==> src/rtl/muldiv_unit_pkg.sv <==
// Shared types for the EX-stage multiply/divide unit.
// Operation encodings, FSM states and latency helper.
package muldiv_pkg;

    typedef enum logic [1:0] {
        OP_MULT  = 2'b00,
        OP_MULTU = 2'b01,
        OP_DIV   = 2'b10,
        OP_DIVU  = 2'b11
    } op_t;

    typedef enum logic [2:0] {
        IDLE,
        MUL,
        DIV_PREP,
        DIV_ITER,
        DIV_FIX,
        DONE
    } state_t;

    function automatic int DIV_LAT(input int width);
        return width + 2;
    endfunction

endpackage

==> src/rtl/muldiv_unit_div_iter.sv <==
// Restoring unsigned divider, one quotient bit per cycle.
// The first bit is produced on the start edge itself.
module div_iter
    import muldiv_pkg::*;
#(
    parameter int WIDTH = 32
) (
    input  logic             clk_i,
    input  logic             rst_i,
    input  logic             start_i,
    input  logic             abort_i,
    input  logic [WIDTH-1:0] dividend_i,
    input  logic [WIDTH-1:0] divisor_i,
    output logic             done_o,
    output logic [WIDTH-1:0] quo_o,
    output logic [WIDTH-1:0] rem_o
);

    localparam int CW = $clog2(WIDTH) + 1;

    logic [CW-1:0]    cnt_q;
    logic             run_q;
    logic [WIDTH-1:0] rem_q;
    logic [WIDTH-1:0] quo_q;
    logic [WIDTH-1:0] dvs_q;

    logic [WIDTH-1:0] rem_cur;
    logic [WIDTH-1:0] quo_cur;
    logic [WIDTH-1:0] dvs_cur;
    logic [WIDTH:0]   part;
    logic [WIDTH-1:0] diff;
    logic             ge;

    always_comb begin
        rem_cur = start_i ? '0 : rem_q;
        quo_cur = start_i ? dividend_i : quo_q;
        dvs_cur = start_i ? divisor_i : dvs_q;
        part    = {rem_cur, quo_cur[WIDTH-1]};
        ge      = part >= {1'b0, dvs_cur};
        // part < 2*divisor, so the low bits hold the exact difference
        diff    = part[WIDTH-1:0] - dvs_cur;
    end

    always_ff @(posedge clk_i) begin
        if (rst_i) begin
            cnt_q <= '0;
            run_q <= 1'b0;
            rem_q <= '0;
            quo_q <= '0;
            dvs_q <= '0;
        end else if (abort_i) begin
            cnt_q <= '0;
            run_q <= 1'b0;
        end else if (start_i || run_q) begin
            rem_q <= ge ? diff : part[WIDTH-1:0];
            quo_q <= {quo_cur[WIDTH-2:0], ge};
            if (start_i) begin
                dvs_q <= divisor_i;
                cnt_q <= CW'(WIDTH - 1);
                run_q <= 1'b1;
            end else begin
                cnt_q <= cnt_q - 1'b1;
                if (cnt_q == CW'(1)) begin
                    run_q <= 1'b0;
                end
            end
        end
    end

    assign done_o = run_q && (cnt_q == CW'(1));
    assign quo_o  = quo_q;
    assign rem_o  = rem_q;

endmodule

==> src/rtl/muldiv_unit.sv <==
// Multi-cycle multiply/divide unit with start/done handshake.
// Results land in HI/LO registers on entry to DONE.
module muldiv_unit
    import muldiv_pkg::*;
#(
    parameter int WIDTH   = 32,
    parameter int MUL_LAT = 4
) (
    input  logic             clk_i,
    input  logic             rst_i,
    input  logic             start_i,
    input  logic [1:0]       op_i,
    input  logic             flush_i,
    input  logic [WIDTH-1:0] a_i,
    input  logic [WIDTH-1:0] b_i,
    output logic             busy_o,
    output logic             done_o,
    output logic             stall_o,
    output logic [WIDTH-1:0] hi_o,
    output logic [WIDTH-1:0] lo_o
);

    localparam int MCW = $clog2(MUL_LAT) + 1;

    state_t           state_q;
    state_t           state_d;
    op_t              op_q;
    logic [WIDTH-1:0] a_q;
    logic [WIDTH-1:0] b_q;
    logic [WIDTH-1:0] hi_q;
    logic [WIDTH-1:0] lo_q;
    logic [MCW-1:0]   mcnt_q;

    logic             accept;
    logic             load;
    logic [WIDTH-1:0] hi_d;
    logic [WIDTH-1:0] lo_d;

    logic               in_idle;
    logic               mul_sgn;
    logic [WIDTH-1:0]   mul_a;
    logic [WIDTH-1:0]   mul_b;
    logic [2*WIDTH-1:0] ext_a;
    logic [2*WIDTH-1:0] ext_b;
    logic [2*WIDTH-1:0] prod;

    logic             is_sdiv;
    logic [WIDTH-1:0] abs_a;
    logic [WIDTH-1:0] abs_b;
    logic             div_start;
    logic             div_done;
    logic [WIDTH-1:0] div_q;
    logic [WIDTH-1:0] div_r;
    logic [WIDTH-1:0] fix_q;
    logic [WIDTH-1:0] fix_r;

    assign in_idle = (state_q == IDLE);
    assign accept  = in_idle && start_i && !flush_i;

    // Live inputs feed the multiplier only when MUL_LAT is 1
    always_comb begin
        mul_a   = in_idle ? a_i : a_q;
        mul_b   = in_idle ? b_i : b_q;
        mul_sgn = in_idle ? (op_i == OP_MULT) : (op_q == OP_MULT);
        ext_a   = {{WIDTH{mul_sgn & mul_a[WIDTH-1]}}, mul_a};
        ext_b   = {{WIDTH{mul_sgn & mul_b[WIDTH-1]}}, mul_b};
        prod    = ext_a * ext_b;
    end

    always_comb begin
        is_sdiv = (op_q == OP_DIV);
        abs_a   = (is_sdiv && a_q[WIDTH-1]) ? -a_q : a_q;
        abs_b   = (is_sdiv && b_q[WIDTH-1]) ? -b_q : b_q;
        fix_q   = (is_sdiv && (a_q[WIDTH-1] ^ b_q[WIDTH-1])) ? -div_q : div_q;
        fix_r   = (is_sdiv && a_q[WIDTH-1]) ? -div_r : div_r;
    end

    assign div_start = (state_q == DIV_PREP) && !flush_i;

    div_iter #(
        .WIDTH(WIDTH)
    ) u_div (
        .clk_i      (clk_i),
        .rst_i      (rst_i),
        .start_i    (div_start),
        .abort_i    (flush_i),
        .dividend_i (abs_a),
        .divisor_i  (abs_b),
        .done_o     (div_done),
        .quo_o      (div_q),
        .rem_o      (div_r)
    );

    always_comb begin
        state_d = state_q;
        load    = 1'b0;
        hi_d    = hi_q;
        lo_d    = lo_q;
        unique case (state_q)
            IDLE: begin
                if (accept) begin
                    if (op_i[1]) begin
                        if (b_i == '0) begin
                            state_d = DONE;
                            load    = 1'b1;
                            hi_d    = a_i;
                            lo_d    = '1;
                        end else begin
                            state_d = DIV_PREP;
                        end
                    end else if (MUL_LAT == 1) begin
                        state_d = DONE;
                        load    = 1'b1;
                        hi_d    = prod[2*WIDTH-1:WIDTH];
                        lo_d    = prod[WIDTH-1:0];
                    end else begin
                        state_d = MUL;
                    end
                end
            end
            MUL: begin
                if (mcnt_q == MCW'(1)) begin
                    state_d = DONE;
                    load    = 1'b1;
                    hi_d    = prod[2*WIDTH-1:WIDTH];
                    lo_d    = prod[WIDTH-1:0];
                end
            end
            DIV_PREP: state_d = DIV_ITER;
            DIV_ITER: begin
                if (div_done) begin
                    state_d = DIV_FIX;
                end
            end
            DIV_FIX: begin
                state_d = DONE;
                load    = 1'b1;
                hi_d    = fix_r;
                lo_d    = fix_q;
            end
            DONE:     state_d = IDLE;
            default:  state_d = IDLE;
        endcase
        if (flush_i) begin
            state_d = IDLE;
            load    = 1'b0;
        end
    end

    always_ff @(posedge clk_i) begin
        if (rst_i) begin
            state_q <= IDLE;
            op_q    <= OP_MULT;
            a_q     <= '0;
            b_q     <= '0;
            hi_q    <= '0;
            lo_q    <= '0;
            mcnt_q  <= '0;
        end else begin
            state_q <= state_d;
            if (accept) begin
                op_q   <= op_t'(op_i);
                a_q    <= a_i;
                b_q    <= b_i;
                mcnt_q <= MCW'(MUL_LAT - 1);
            end else if (flush_i) begin
                mcnt_q <= '0;
            end else if (state_q == MUL) begin
                mcnt_q <= mcnt_q - 1'b1;
            end
            if (load) begin
                hi_q <= hi_d;
                lo_q <= lo_d;
            end
        end
    end

    assign busy_o  = (state_q == MUL) || (state_q == DIV_PREP) ||
                     (state_q == DIV_ITER) || (state_q == DIV_FIX);
    assign done_o  = (state_q == DONE);
    assign stall_o = start_i & ~done_o & ~flush_i;
    assign hi_o    = hi_q;
    assign lo_o    = lo_q;

endmodule

==> config.mk <==
export PLATFORM = sky130hd
export DESIGN_NAME = muldiv_unit
export DESIGN_NICKNAME = d
export VERILOG_FILES = /design/src/rtl/muldiv_unit_pkg.sv /design/src/rtl/muldiv_unit_div_iter.sv /design/src/rtl/muldiv_unit.sv
export SDC_FILE = /design/constraint.sdc
export NUM_CORES = 2
export LEC_CHECK = 0
export ABC_AREA = 0
export CAP_MARGIN = 20
export CORE_UTILIZATION = 65
export CTS_CLUSTER_DIAMETER = 30
export DETAILED_ROUTE_END_ITERATION = 12
export PLACE_DENSITY = 0.83
export RECOVER_POWER = 100
export SLEW_MARGIN = 10
export SYNTH_ARGS = -nofsm -noshare
export SYNTH_HDL_FRONTEND = slang
export SYNTH_SLANG_ARGS = --single-unit
==> constraint.sdc <==
create_clock -name clk_i -period 10.7 [get_ports clk_i]
set_input_delay 2.14 -clock clk_i [delete_from_list [all_inputs] [get_ports clk_i]]
set_output_delay 2.14 -clock clk_i [all_outputs]
set_load 0.02 [all_outputs]
Word-level counts from Yosys, hierarchy flattened
Index checks and enable logic that the tools add are counted.
{"block": "totals", "ff_bits": 239, "in_bits": 70, "out_inout_bits": 67, "wordCells": 106}
{"block": "op_classes", "addsub": 7, "n_mul": 1, "magnitude_cmp": 1, "n_eq_ne": 13, "n_mux": 39, "bitwise": 7, "reduce_logical": 25}
{"op": "$mux 32", "n": 18}
{"op": "$pmux 32 s3", "n": 2}
{"op": "$neg 32->32", "n": 4}
{"op": "$mul 33x33->64", "n": 1}
{"op": "$ge 33x32->1", "n": 1}
{"op": "$logic_not 32->1", "n": 1}
{"op": "$sub 32x32->32", "n": 1}
{"op": "$mux 3", "n": 5}
{"op": "$pmux 3 s5", "n": 1}
{"op": "$mux 1", "n": 8}
{"op": "$ne 2x2->1 const B", "n": 4}
{"op": "$logic_and 1x1->1", "n": 7}
{"op": "$eq 3x1->1 const B", "n": 2}
{"op": "$eq 3x2->1 const B", "n": 2}
{"op": "$eq 3x3->1 const B", "n": 2}
{"op": "$eq 6x1->1 const B", "n": 1}
{"op": "$mux 2", "n": 3}
{"op": "$mux 6", "n": 1}
{"op": "$reduce_and 6->1", "n": 1}
{"op": "$reduce_bool 3->1", "n": 2}
{"op": "$sub 6x1->6 const B", "n": 1}
{"op": "$and 1x1->1", "n": 4}
{"op": "$logic_not 2->1", "n": 2}
{"op": "$logic_or 1x1->1", "n": 4}
{"op": "13 further kinds", "n": 15}

Logic depth before layout (Yosys ltp)
{"block": "logic_depth", "word_depth": 7, "depth_mapped": 35, "ltp_nobuf": 30}

Modules after synthesis
Synthesis repeated with hierarchy kept, for this count alone.
{"block": "unflattened", "cells_unflattened": 6353, "hier_area_um2": 53184.8}
{"module": "muldiv_unit", "n_inst": 1, "cells_each": 5576, "area_per_inst_um2": 46484.6, "seq_area_each_um2": 2722.6}
{"module": "div_iter", "n_inst": 1, "cells_each": 777, "area_per_inst_um2": 6700.2, "seq_area_each_um2": 2062.0}

Least setup slack after synthesis
No wires, ideal clock.
{"block": "synth_timing", "kind": "input -> register", "startpoint": "in op_i[1]", "endpoint": "reg hi_q[25], in the netlist hi_o[25]", "setup_ns": 0.062, "t_arrival_ns": 9.762, "required_ns": 10.638, "path_slack_ns": 0.876, "path_stages": 27, "path_buffers": 2, "cell_sequence": "nor3_1 nor2_1 or2_2 clkbuf_1 nor2_1 fa_1 fa_1 fa_1 inv_1 fa_1 inv_1 fa_1 fa_1 fa_1 inv_1 fa_1 inv_1 ha_1 clkbuf_1 a21o_1 a21o_1 a21oi_1 o311ai_0 a221oi_1 a31oi_1 or4b_1 nand3_1"}
{"block": "synth_between", "elab_chain_cells": 6, "elab_cells_between_ends": 13, "cone_classes": "1 x mul; 1 x eq/ne; 7 x mux; 2 x bitwise; 2 x reduce/logical"}
{"element": "start, declared", "line": "muldiv_unit.sv:12", "rtl": "input logic [1:0] op_i,"}
{"element": "$logic_not 2->1", "line": "muldiv_unit.sv:64", "rtl": "mul_sgn = in_idle ? (op_i == OP_MULT) : (op_q == OP_MULT);"}
{"element": "$mux 1", "line": "muldiv_unit.sv:64"}
{"element": "$and 1x1->1 (on tied branches)", "line": "muldiv_unit.sv:65, muldiv_unit.sv:66"}
{"element": "$mul 33x33->64", "line": "muldiv_unit.sv:67", "rtl": "prod = ext_a * ext_b;"}
{"element": "$mux 32", "line": "muldiv_unit.sv:122", "rtl": "if (mcnt_q == MCW'(1)) begin"}
{"element": "$pmux 32 s3", "line": "muldiv_unit.sv:99", "rtl": "unique case (state_q)"}
{"element": "end signal, assigned", "line": "muldiv_unit.sv:172", "rtl": "hi_q <= hi_d;"}
{"element": "end, declared", "line": "muldiv_unit.sv:30", "rtl": "logic [WIDTH-1:0] hi_q;"}
Parallel ways exist; a longest one is shown, timed or not. The select of a mux whose other input is x is not followed.
A chain may end at the register's enable or synchronous reset.

Worst setup path in the final report
{"block": "layout_timing", "startpoint": "in a_i[13]", "endpoint": "reg hi_q[13], in the netlist hi_o[13]"}
{"block": "layout_between", "elab_chain_cells": 4, "elab_cells_between_ends": 7, "cone_classes": "1 x mul; 6 x mux"}
{"element": "start, declared", "line": "muldiv_unit.sv:14", "rtl": "input logic [WIDTH-1:0] a_i,"}
{"element": "$mux 32 (on tied branches)", "line": "muldiv_unit.sv:62, muldiv_unit.sv:103"}
{"element": "$mul 33x33->64 / $mux 32 (equally long branches)", "line": "muldiv_unit.sv:67, muldiv_unit.sv:102"}
{"element": "$mux 32 (on tied branches)", "line": "muldiv_unit.sv:122, muldiv_unit.sv:101"}
{"element": "$pmux 32 s3 *", "line": "muldiv_unit.sv:99"}
Every way passes the cells marked *; elsewhere a longest branch is shown, timed or not. The select of a mux whose other input is x is not followed.

==> impl_metrics.py <==
metrics = {
    "sta": {
        "fin_crit_ps": 10570,
        "slew-limit-headroom_pct": -125,
        "drv_slew": 386,
        "hold_viol_final": 0,
        "finClkSkew_ps": 28.7,
        "worst_pin_slew_ps": 3370,
        "min_period_over_period_pct": 98.8,
        "max_freq_mhz": 94.6,
        "worst_hold_slack_ps": 471,
        "rsz0062_at_grt": "false",
        "finalSetupViolCount": 0,
    },
    "outcome": {
        "failed_checks": "max-capacitance violations, max-slew violations",
        "status": "finished, violations left",
    },
    "final_layout": {
        "syn_to_final_growth_pct": 12.7,
        "fin_area_um2": 59300,
        "post-route-util_pct": 74.6,
        "stdcell_count": 7676,
        "drive_above_1_share_pct": 7.73,
        "fin_nets": 8038,
        "fillers": 5916,
    },
    "hold_path": {
        "hold_end": "op_q[1]",
        "hp-start": "op_q[1]",
        "hold_depth": 2,
        "hp-class": "reg -> reg",
    },
    "yosys": {
        "ys_ff_latch": 239,
        "synth_cell_types": 77,
        "synth_edf_count": 0,
        "async_flop_share_pct": 0,
        "yosys_warnings": 0,
        "syn_inst": 6338,
        "ys_seq_area_share_pct": 9.09,
        "synth-main-ff-cell": "dfxtp_1",
        "netlist_area_um2": 52600,
        "postSynthAreaPerCell_um2": 8.30,
        "syn-num-nets": 7786,
    },
    "setup_path": {
        "slowest_delay_ps": 640,
        "crit_arrival_ps": 10960,
        "critPathLaunchType": "primary input",
        "crit_required_ps": 11090,
        "reg2reg_from": "state_q[2]",
        "rr_worst_depth": 31,
        "timing.rr.end": "hi_o[23]",
        "path_class": "in -> reg",
        "critPathSlowestCell": "fa_1",
        "end_kind": "register",
        "cp_max_fo": 22,
        "reg2reg_slack_ps": 790,
        "crit_path_frequent_cell": "fa_1",
    },
    "clock_network": {
        "clock-sinks": 239,
        "cts_tree": "yes",
        "clkTransAtPathRegs_ps": 50,
        "clk_latency_ps": 560,
        "h-tree-depth": 2,
        "cts_buffers": 40,
        "clock_tree.buffer_depth": 3,
        "cts_root_buf": "clkbuf_16",
    },
    "grt": {
        "grt.total_usage_pct": 48.1,
        "first_global_vias": 48698,
        "overflow": 0,
        "antenna_found_initial": 11,
        "grt_start_max_net_pins": 82,
        "grt_pass1_wl_um": 291000,
    },
    "route": {
        "drt-total-wl_um": 193000,
        "viasPerCell": 6.22,
        "vias": 47750,
        "avgRoutedWirePerCell_um": 25.1,
        "dr.pass1.iters": 9,
        "drcViolationCount": 0,
        "antenna_left": 0,
        "drt_iter0_markers": 5726,
    },
    "floorplan": {
        "io_pins": 137,
        "fp.dieW_um": 287,
        "initial_core_util_pct": 66.2,
        "row_count": 103,
        "die_y_um": 287,
        "die-area_um2": 82100,
        "core_area_um2": 79500,
    },
    "placed_design": {
        "dp_hpwl_um": 157000,
        "io_buffers": 136,
        "postPlaceCellArea_um2": 57900,
        "place.gp.congestion": 1.05,
        "dp.cells": 7594,
    },
    "job": {
        "cap_violations": 7,
    },
}
## Yosys cell counts (72+ instances only)
master	number	area, µm²
a21oi_1	296	1480
clkbuf_1	315	1180
dfxtp_1	239	4780
fa_1	1126	22500
ha_1	252	3150
inv_1	1149	4310
mux2i_1	75	751
nand2_1	1169	4390
nor2_1	655	2460
nor3_1	72	360
o21ai_0	105	526
xnor2_1	108	946
xor2_1	99	867
## per-stage QoR
stage,worst slack (ps),TNS (ps)
final,133,0
after global routing,54.3,0
after CTS,64.9,0
after detailed placement,-481,-2360
after global placement,-316,-915
after floorplan,876,0
## layer usage
| layer | track usage (%) | share of wire (%) | vias to the layer above | wire, µm |
|---|---|---|---|---|
| li1 | - | - | 19986 | - |
| met1 | 58.0 | 33 | 23378 | 64200 |
| met2 | 73.4 | 44 | 3354 | 85200 |
| met3 | 14.7 | 13 | 1020 | 25500 |
| met4 | 34.8 | 9.3 | 12 | 17900 |
| met5 | 0 | 0.042 | - | 81 |
## registers in the layout, summed over array words and instances, names as in the netlist, 3 cells and up
signal,flops
lo_o,32
u_div.cnt_q,6
a_q,32
state_q,3
hi_o,32
u_div.quo_o,32
mcnt_q,3
u_div.rem_o,32
u_div.dvs_q,32
b_q,32
## logic make-up after synthesis
kind of cell	share of synthesized area, %
simple gates	17.1
buf+inv	10.7
xor+xnor	3.45
flops	9.09
fa+ha+maj	48.8
mux	1.47
compound gates	9.40
## worst max path at each step
stage | slack (ps) | startpoint | to | cells after the start
detailed placement | -480 | b_i[1] | hi_o[13] | 32
global route | 50 | a_i[24] | hi_o[26] | 30
global placement | -320 | b_i[1] | hi_o[13] | 31
floorplan | 880 | op_i[1] | hi_o[25] | 27
CTS | 60 | b_i[1] | hi_o[13] | 31
finish | 130 | a_i[13] | hi_o[13] | 31
## final cells by class
type,count,area (µm²),share of cell area [%]
diodes,6,15.0,0.0253
inverters,1150,4320,7.28
well taps,1050,1310,2.22
multi-input cells,4604,42300,71.4
clock inverters,22,288,0.485
repair buffers,555,5200,8.77
clock buffers,50,1070,1.80
flip-flops and latches,239,4780,8.07
## cells in the final DEF, fill, tap and decap left out, drive strengths merged, types with 8 or more instances in the layout
cell	synthesis	final
inv	1149	1156
o41ai	12	12
o21a	12	12
fa	1126	1126
dlygate4sd3	0	71
a311oi	13	13
a221o	12	12
nor3	72	72
xor2	99	99
clkinv	1	9
ha	252	252
o221ai	19	19
nand2	1170	1170
nand4	23	23
nand2b	12	12
a31oi	34	34
o21ai	106	106
a211o	8	8
nand3	39	39
o31ai	34	34
clkbuf	315	74
a21o	58	58
a221oi	25	25
or2	8	8
mux2i	75	75
o211ai	23	23
a21oi	297	297
dfxtp	239	239
and3	23	23
o21bai	18	18
xnor2	108	108
a211oi	55	55
nor2	655	655
nor4	28	28
clkdlybuf4s50	0	64
buf	29	396
nor2b	12	12
and2	61	61
or4	10	10
or3	32	32
## worst max-delay path: cells and delay by family
kind | cells | cell delay, ps
AND/OR/NAND/NOR | 6 | 1190
AO/OA/AOI/OAI | 6 | 1430
buffers and inverters | 10 | 1690
adder cells (fa/ha/maj) | 9 | 4480
## what timing repair did
action,CTS,global route
endpoints found under the setup margin,0,9
buffers inserted,0,3
resized for setup,0,4
hold buffers,0,0
Power is not shown: default switching activity piles up to over one toggle a cycle in this logic, so the estimate is an artifact.
